$ cat src/rtl/stream_pkg.sv
// Shared definitions for the stream framer: sample width and framer FSM states.
package stream_pkg;
    localparam int DATA_W = 16;

    typedef enum logic [0:0] {
        IDLE = 1'b0,
        RUN  = 1'b1
    } state_t;
endpackage

$ cat src/rtl/stream_framer_if.sv
// Sample-in / framed-beat-out handshake bundle for the stream framer.
interface stream_framer_if;
    logic [stream_pkg::DATA_W-1:0] idata;
    logic                          ivalid;
    logic                          iready;
    logic [stream_pkg::DATA_W-1:0] odata;
    logic                          ovalid;
    logic                          oready;
    logic                          ostart;
    logic                          olast;

    modport master (
        output idata, ivalid, oready,
        input  iready, odata, ovalid, ostart, olast
    );

    modport slave (
        input  idata, ivalid, oready,
        output iready, odata, ovalid, ostart, olast
    );
endinterface

$ cat src/rtl/sync_fifo.sv
// Single-clock show-ahead FIFO; head word is visible on o_rd_data whenever not empty.
module sync_fifo #(
    parameter int DATA_W = 16,
    parameter int DEPTH  = 16
) (
    input  logic                   i_clk,
    input  logic                   i_rst,
    input  logic                   i_wr_en,
    input  logic [DATA_W-1:0]      i_wr_data,
    input  logic                   i_rd_en,
    output logic [DATA_W-1:0]      o_rd_data,
    output logic                   o_full,
    output logic                   o_empty,
    output logic [$clog2(DEPTH):0] o_level
);
    localparam int AW = $clog2(DEPTH);

    logic [DATA_W-1:0] r_mem [DEPTH];
    logic [AW-1:0]     r_wr_ptr;
    logic [AW-1:0]     r_rd_ptr;
    logic [AW:0]       r_level;
    logic              w_wr;
    logic              w_rd;

    assign o_full    = (r_level == (AW+1)'(DEPTH));
    assign o_empty   = (r_level == '0);
    assign o_level   = r_level;
    assign o_rd_data = r_mem[r_rd_ptr];
    assign w_wr      = i_wr_en && !o_full;
    assign w_rd      = i_rd_en && !o_empty;

    // Storage array, left without reset so it maps onto plain RAM.
    always_ff @(posedge i_clk) begin
        if (w_wr) begin
            r_mem[r_wr_ptr] <= i_wr_data;
        end
    end

    // Pointers wrap naturally because DEPTH is a power of two.
    always_ff @(posedge i_clk) begin
        if (i_rst) begin
            r_wr_ptr <= '0;
            r_rd_ptr <= '0;
            r_level  <= '0;
        end else begin
            if (w_wr) r_wr_ptr <= r_wr_ptr + AW'(1);
            if (w_rd) r_rd_ptr <= r_rd_ptr + AW'(1);
            case ({w_wr, w_rd})
                2'b10:   r_level <= r_level + (AW+1)'(1);
                2'b01:   r_level <= r_level - (AW+1)'(1);
                default: r_level <= r_level;
            endcase
        end
    end
endmodule

$ cat src/rtl/stream_framer.sv
// Buffers half-precision samples and emits them as frames of flen beats with start/last markers.
module stream_framer
    import stream_pkg::*;
#(
    parameter int DEPTH = 16,
    parameter int LEN_W = 8
) (
    input  logic                   aclk,
    input  logic                   areset,
    stream_framer_if.slave         strm,
    input  logic [LEN_W-1:0]       flen,
    output logic [$clog2(DEPTH):0] level
);
    state_t             r_state;
    logic [LEN_W-1:0]   r_cnt;
    logic [LEN_W-1:0]   r_len;
    logic [DATA_W-1:0]  r_odata;
    logic               r_ovalid;
    logic               r_ostart;
    logic               r_olast;

    logic               w_full;
    logic               w_empty;
    logic [DATA_W-1:0]  w_head;
    logic               w_push;
    logic               w_hs;
    logic               w_load;
    logic               w_new_frame;
    logic [LEN_W-1:0]   w_next_idx;
    logic [LEN_W-1:0]   w_flen_eff;

    assign strm.iready = !w_full && !areset;
    assign w_push      = strm.ivalid && strm.iready;
    assign w_hs        = r_ovalid && strm.oready;
    assign w_load      = !w_empty && (!r_ovalid || strm.oready);
    // IDLE always has an empty output register, so either case begins a new frame.
    assign w_new_frame = (r_state == IDLE) || (w_hs && r_olast);
    assign w_next_idx  = r_cnt + LEN_W'(w_hs);
    assign w_flen_eff  = (flen == '0) ? LEN_W'(1) : flen;

    assign strm.odata  = r_odata;
    assign strm.ovalid = r_ovalid;
    assign strm.ostart = r_ostart;
    assign strm.olast  = r_olast;

    sync_fifo #(
        .DATA_W (DATA_W),
        .DEPTH  (DEPTH)
    ) u_fifo (
        .i_clk     (aclk),
        .i_rst     (areset),
        .i_wr_en   (w_push),
        .i_wr_data (strm.idata),
        .i_rd_en   (w_load),
        .o_rd_data (w_head),
        .o_full    (w_full),
        .o_empty   (w_empty),
        .o_level   (level)
    );

    // Framer FSM and output register; r_cnt holds the index of the next beat to hand off.
    always_ff @(posedge aclk) begin
        if (areset) begin
            r_state  <= IDLE;
            r_cnt    <= '0;
            r_len    <= '0;
            r_odata  <= '0;
            r_ovalid <= 1'b0;
            r_ostart <= 1'b0;
            r_olast  <= 1'b0;
        end else if (w_load) begin
            r_odata  <= w_head;
            r_ovalid <= 1'b1;
            r_state  <= RUN;
            if (w_new_frame) begin
                r_len    <= w_flen_eff;
                r_cnt    <= '0;
                r_ostart <= 1'b1;
                r_olast  <= (w_flen_eff == LEN_W'(1));
            end else begin
                r_cnt    <= w_next_idx;
                r_ostart <= 1'b0;
                r_olast  <= (w_next_idx == r_len - LEN_W'(1));
            end
        end else if (w_hs) begin
            // Nothing to load: either the frame is done or the FIFO starved mid-frame.
            r_ovalid <= 1'b0;
            if (r_olast) begin
                r_cnt   <= '0;
                r_state <= IDLE;
            end else begin
                r_cnt   <= w_next_idx;
            end
        end else begin
            r_ovalid <= r_ovalid;
        end
    end
endmodule
$ cat src/flat_wrapper.sv
// flat-port wrapper written by rule: the top's interface ports become plain ports
module stream_framer_flat import stream_pkg::*;
#(
    parameter int DEPTH = 16,
    parameter int LEN_W = 8
)
  (aclk, areset, flen, level, strm_idata, strm_ivalid, strm_oready, strm_iready, strm_odata, strm_ovalid, strm_ostart, strm_olast);
  stream_framer_if strm_i ();
  input  logic aclk;
  input  logic areset;
  input  logic [LEN_W-1:0] flen;
  output logic [$clog2(DEPTH):0] level;
  input wire logic [$bits(strm_i.idata)-1:0] strm_idata;
  input wire logic [$bits(strm_i.ivalid)-1:0] strm_ivalid;
  input wire logic [$bits(strm_i.oready)-1:0] strm_oready;
  output wire logic [$bits(strm_i.iready)-1:0] strm_iready;
  output wire logic [$bits(strm_i.odata)-1:0] strm_odata;
  output wire logic [$bits(strm_i.ovalid)-1:0] strm_ovalid;
  output wire logic [$bits(strm_i.ostart)-1:0] strm_ostart;
  output wire logic [$bits(strm_i.olast)-1:0] strm_olast;
  assign strm_i.idata = strm_idata;
  assign strm_i.ivalid = strm_ivalid;
  assign strm_i.oready = strm_oready;
  assign strm_iready = strm_i.iready;
  assign strm_odata = strm_i.odata;
  assign strm_ovalid = strm_i.ovalid;
  assign strm_ostart = strm_i.ostart;
  assign strm_olast = strm_i.olast;
  stream_framer #(.DEPTH(DEPTH), .LEN_W(LEN_W)) u_core (.aclk(aclk), .areset(areset), .strm(strm_i), .flen(flen), .level(level));
endmodule
$ cat config.mk
export PLATFORM = sky130hd
export DESIGN_NAME = stream_framer_flat
export DESIGN_NICKNAME = d
export VERILOG_FILES = /design/src/rtl/stream_pkg.sv /design/src/rtl/stream_framer_if.sv /design/src/rtl/sync_fifo.sv /design/src/rtl/stream_framer.sv /design/src/flat_wrapper.sv
export SDC_FILE = /design/constraint.sdc
export NUM_CORES = 1
export LEC_CHECK = 0
export CAP_MARGIN = 10
export CORE_ASPECT_RATIO = 2
export CORE_MARGIN = 8
export CORE_UTILIZATION = 45
export CTS_CLUSTER_DIAMETER = 60
export DETAILED_ROUTE_END_ITERATION = 10
export PLACE_DENSITY = 0.65
export SLEW_MARGIN = 15
export SYNTH_ARGS = -nofsm -noshare
export SYNTH_HDL_FRONTEND = slang
export SYNTH_HIERARCHICAL = 1
export SYNTH_SLANG_ARGS = --single-unit
$ cat constraint.sdc
create_clock -name aclk -period 4.6 [get_ports aclk]
set_input_delay 0.46 -clock aclk [delete_from_list [all_inputs] [get_ports aclk]]
set_output_delay 0.46 -clock aclk [all_outputs]
set_load 0.01 [all_outputs]
Word-level counts from Yosys, hierarchy flattened
Memory sizes are Yosys's and may differ from the RTL's. A register that Yosys moved wholly into a read port is not among the register bits.
Index checks and enable logic that the tools add are counted.

word-level totals
  flip-flop bits (word level) = 33
  bits in writable memories = 256
  input port bits = 28
  output and inout bits = 25
  logic and storage cells = 57
  memories = 1

memory list
  memory               words  width  read ports  clocked after memory_dff  wr ports  RTL line         text
  u_core.u_fifo.r_mem  16     16     1           1                         1         sync_fifo.sv:18  logic [DATA_W-1:0] r_mem [DEPTH];

cells by class
  add/subtract/negate cells = 6
  equality and inequality tests = 5
  mux-type cells = 15
  bitwise gates (word level) = 1
  reductions and logical operators = 20

operators with widths
  cell                   number
  $mux W8                5
  $pmux W5 S2            1
  $mux W1                9
  $add A4 B1 Y4 const B  2
  $add A8 B1 Y8          1
  $eq A8 B1 Y1 const B   1
  $eq A8 B8 Y1           1
  $logic_not A8 Y1       1
  $sub A8 B1 Y8 const B  1
  $logic_and A1 B1 Y1    7
  $reduce_bool A2 Y1     3
  $add A5 B1 Y5 const B  1
  $eq A5 B5 Y1 const B   1
  $logic_not A5 Y1       1
  $sub A5 B1 Y5 const B  1
  $logic_not A1 Y1       4
  $reduce_and A2 Y1      2
  $eq A2 B1 Y1 const B   1
  $eq A2 B2 Y1 const B   1
  $logic_or A1 B1 Y1     2
  $not A1 Y1             1

Depth between registers and ports, before layout
  word-level depth = 7
  gate-level depth with buffers = 19
  gate-level depth less buffers = 13

Modules after synthesis
Netlist, hierarchy kept.

modules (own cells, without submodules)
  module         times used  cells an instance  area an instance (um2)  seq. area each (um2)
  sync_fifo      1           519                10,597.7                8,027.7
  stream_framer  1           212                1,754.2                 720.7

Least setup slack after synthesis
No wires, ideal clock.

  kind = register to register
  start = reg u_core.u_fifo.r_level[1], in the netlist u_core/u_fifo/o_level[1]
  end = reg u_core.u_fifo.r_level[4], in the netlist u_core/u_fifo/o_level[4]
  library setup time = 0.121 ns
  arrival time = 3.919 ns
  required time = 4.479 ns
  slack = 0.560 ns
  cell stages (with the launch flop) = 20
  path buffers = 6
  clock period less this slack = 4.040 ns
  path through = dfxtp_1 buf_6 or4_4 buf_6 nor2_1 clkbuf_1 or2_2 buf_2 clkinv_1 clkbuf_1 o21ai_4 inv_1 ha_1 clkbuf_1 xor2_1 ha_1 inv_1 a21o_1 a221oi_1 mux2_2

between the ends
  elaborated cells between the ends (all ways) = 15
  classes of those cells = add/sub: 2; eq/ne: 3; mux: 1; reduce/logical: 9

RTL lines
  element                                            RTL line             text
  start, declared                                    sync_fifo.sv:21      logic [AW:0] r_level;
  start signal, assigned                             sync_fifo.sv:49      2'b10: r_level <= r_level + (AW+1)'(1);
  start signal, assigned                             sync_fifo.sv:50      2'b01: r_level <= r_level - (AW+1)'(1);
  start signal, assigned                             sync_fifo.sv:51      default: r_level <= r_level;
  $logic_not A5 Y1 (*)                               sync_fifo.sv:26      assign o_empty = (r_level == '0);
  named net u_core.w_empty                           stream_framer.sv:23  logic w_empty;
  $logic_not A1 Y1 (*)                               stream_framer.sv:35  assign w_load = !w_empty && (!r_ovalid || strm.oready);
  $logic_and A1 B1 Y1 (*)                            stream_framer.sv:35
  named net u_core.w_load                            stream_framer.sv:27  logic w_load;
  $logic_and A1 B1 Y1 (*)                            sync_fifo.sv:30      assign w_rd = i_rd_en && !o_empty;
  named net u_core.u_fifo.w_rd                       sync_fifo.sv:23      logic w_rd;
  $eq A2 B1 Y1 or $eq A2 B2 Y1 (tied branches)       sync_fifo.sv:48      case ({w_wr, w_rd})
  $pmux W5 S2 or $reduce_bool A2 Y1 (tied branches)  -

The timed path passes the listed nets; every way through them passes the cells marked *.
A chain may end at the register's enable or synchronous reset.

Worst setup path after layout
  start = reg u_core.u_fifo.r_level[1], in the netlist u_core/u_fifo/o_level[1]
  end = reg u_core.u_fifo.r_level[4], in the netlist u_core/u_fifo/o_level[4]

between the ends
  elaborated cells between the ends (all ways) = 15
  classes of those cells = add/sub: 2; eq/ne: 3; mux: 1; reduce/logical: 9

RTL lines
  element                                            RTL line
  $logic_not A5 Y1 (*)                               sync_fifo.sv:26
  named net u_core.w_empty                           stream_framer.sv:23
  $logic_not A1 Y1 (*)                               sync_fifo.sv:30, stream_framer.sv:35
  $logic_and A1 B1 Y1                                stream_framer.sv:35
  $logic_and A1 B1 Y1 (*)                            sync_fifo.sv:30
  named net u_core.u_fifo.w_rd                       sync_fifo.sv:23
  $eq A2 B1 Y1 or $eq A2 B2 Y1 (tied branches)       sync_fifo.sv:48
  $pmux W5 S2 or $reduce_bool A2 Y1 (tied branches)  -

Marks and branches as above.

==> flow_metrics.env <==
export IMPL_status="complete, no violations"
export IMPL_core_rowCount=86
export IMPL_yosysSeqAreaShare_pct=70.8
export IMPL_clk_insertion_delay_late_ns=0.53
export IMPL_fmax_mhz=287
export IMPL_die_w_um=133
export IMPL_wl_per_cell_um=22.5
export IMPL_synth_ff_type="edfxtp_1"
export IMPL_arrival_ns=3.90
export IMPL_drive_gt1_share_pct=21.2
export IMPL_ys_ff_latch=309
export IMPL_grt_overflow=0
export IMPL_grt_antenna_before_repair=0
export IMPL_crit_type="register to register"
export IMPL_rsz0062_at_grt="false"
export IMPL_viasPerCell=5.74
export IMPL_period_share_pct=75.7
export IMPL_dr_pass1_iters=5
export IMPL_floorplan_initialDensity_pct=45.2
export IMPL_antenna_cells=0
export IMPL_netlist_area_leader_share_pct=62.2
export IMPL_cts_tree="built"
export IMPL_crit_path_end_kind="register"
export IMPL_dr_total_vias=6708
export IMPL_postCtsResizedCells=0
export IMPL_path_max_fanout=9
export IMPL_drt_iter0_markers=424
export IMPL_syn_cell_area_um2=12400
export IMPL_yosysWarnings=6
export IMPL_finalClockSkew_ns=0.00992
export IMPL_p_per_area_nw_per_um2=516
export IMPL_core_area_um2=27300
export IMPL_finalMaxSlewViolations=0
export IMPL_synth_area_leaders="edfxtp_1, mux4_2, dfxtp_1, a22oi_1, nand2_1"
export IMPL_worstMarginPinSlew_ns=1.02
export IMPL_setup_viol=0
export IMPL_first_global_vias=6932
export IMPL_fin_total_pwr_mw=7.34
export IMPL_cts_root_buffer="clkbuf_16"
export IMPL_area_growth_pct=15.2
export IMPL_htreeDepth=1
export IMPL_antenna_left=0
export IMPL_synth_enable_flop_cells=256
export IMPL_syn_inst=731
export IMPL_slew_headroom_pct=31.7
export IMPL_drc_errors=0
export IMPL_dieArea_um2=33300
export IMPL_dp_hpwl_mm=15.5
export IMPL_gp_congestion=0.790
export IMPL_cts_sinks=309
export IMPL_fin_crit_ns=3.48
export IMPL_nFillCells=2223
export IMPL_vdd_drop_max_uv=399
export IMPL_yosysUniqueCellTypes=60
export IMPL_groute_usage_overall_pct=15.8
export IMPL_clk_pin_slew_ns=0.07
export IMPL_port_buffers=52
export IMPL_yosysMostFrequentCell="edfxtp_1"
export IMPL_required_ns=5.02
export IMPL_grt_max_degree=58
export IMPL_syn_nets=770
export IMPL_timing_final_hold_violations=0
export IMPL_hold_buffers=0
export IMPL_die_y_um=250
export IMPL_p_leak_nw=4.57
export IMPL_synth_top_cell_by_area="edfxtp_1"
export IMPL_cts_buffers=27
export IMPL_postCtsSetupRepairBufs=0
export IMPL_startpoint_type="register"
export IMPL_drt_wl_total_mm=26.2
export IMPL_clockBufferDepth=3
export IMPL_synth_commonest_cells="edfxtp_1, mux4_2, nand2_1"
export IMPL_max_cap_violations=0
export IMPL_io_pins=53
export IMPL_hold_path_class="register to register"
export IMPL_fin_tns_setup_ns=0
export IMPL_synth_area_per_cell_um2=16.9
export IMPL_ys_async_sr_fraction_pct=0
export IMPL_final_nets=836
export IMPL_rrSetupSlack_ns=1.12
export IMPL_grt_pass1_wl_mm=40.5
[logic make-up (layout without fill, tap and decap cells)]
family	count (synthesis)	in the layout	share of synthesized area [%]
flops	309	309	70.8
xor+xnor	23	23	1.63
compound gates	94	94	5.55
buf+inv	52	138	1.79
fa+ha+maj	11	11	1.11
mux	74	74	12.5
simple gates	168	168	6.59
[worst max-delay path, stage by stage, from the launching register on]
cell and delay [ns]:
dfxtp_1 0.39, or4_4 0.65, nor2_1 0.14, buf_4 0.19
or2_2 0.14, clkinv_1 0.11, o21ai_4 0.10, inv_1 0.07
ha_1 0.29, xor2_1 0.18, ha_1 0.20, inv_1 0.06
a21o_1 0.15, a221oi_1 0.32, mux2_2 0.37
[registers in the layout (all words and copies together) (netlist names), named ones only]
register and count:
u_core/r_state 1, u_core/u_fifo/r_wr_ptr 4, u_core/u_fifo/r_rd_ptr 4, u_core/strm.ostart 1
u_core/u_fifo/o_level 5, u_core/strm.olast 1, u_core/u_fifo/r_mem 256, u_core/r_len 8
u_core/strm.ovalid 1, u_core/strm.odata 16, u_core/r_cnt 8
[metal layers]
metal | up-vias | routed length [um] | global-route usage, %
met5 | - | 0 | 0
met4 | 0 | 609 | 4.81
met3 | 41 | 1310 | 2.35
met2 | 176 | 13600 | 27.6
met1 | 3501 | 10700 | 19.6
li1 | 2990 | - | -
[area by class of cell]
cell class	count	area (um^2)	share of cell area (%)
well taps	352	440	3.10
inverters	13	48.8	0.343
flip-flops and latches	309	8750	61.5
clock inverters	15	109	0.765
clock buffers	34	742	5.21
multi-input cells	370	3440	24.2
repair buffers	76	696	4.89
[layout by cell type, fill, tap and decap left out, drive strengths merged, types with 5 or more instances in the layout]
master	synthesis	layout
a21oi	25	25
a22oi	36	36
buf	14	25
clkbuf	25	34
clkdlybuf4s50	0	51
clkinv	1	11
dfxtp	53	53
edfxtp	256	256
ha	11	11
inv	12	12
mux2i	9	9
mux4	64	64
nand2	60	60
nand3	6	6
nor2	54	54
nor3	12	12
o211ai	5	5
o21ai	7	7
xnor2	12	12
xor2	11	11
[power breakdown]
part	internal (mW)	switching [mW]	total [mW]	leakage, nW
combinational	0.824	0.966	1.79	1.41
clock	1.20	0.961	2.16	0.417
sequential	3.18	0.208	3.39	2.74
[final timing paths]
check / start / end / cells past startpoint
worst max-delay path: u_core/u_fifo/o_level[1] / u_core/u_fifo/o_level[4] / 14
worst min-delay path: u_core/strm.odata[2] / u_core/strm.odata[2] / 2
worst max register to register: u_core/u_fifo/o_level[1] / u_core/u_fifo/o_level[4] / 14
worst min register to register: u_core/strm.odata[2] / u_core/strm.odata[2] / 2
[stage by stage]
| stage | instance area (um^2) | utilization [%] | worst slack (ns) | std cells | hold WS, ns |
|---|---|---|---|---|---|
| finish | 14200 | 52.1 | 1.12 | 1169 | 0.453 |
| global route | 14200 | 52.1 | 0.908 | 1169 | 0.475 |
| CTS | 14200 | 52.0 | 1.13 | 1169 | 0.457 |
| detailed placement | 13400 | 48.9 | 1.04 | 1120 | 0.448 |
| global placement | 13400 | 48.9 | 1.07 | 1120 | 0.444 |
| floorplan | 12400 | - | 0.560 | 731 | 0.472 |
Power figures use the tool's default switching activity.
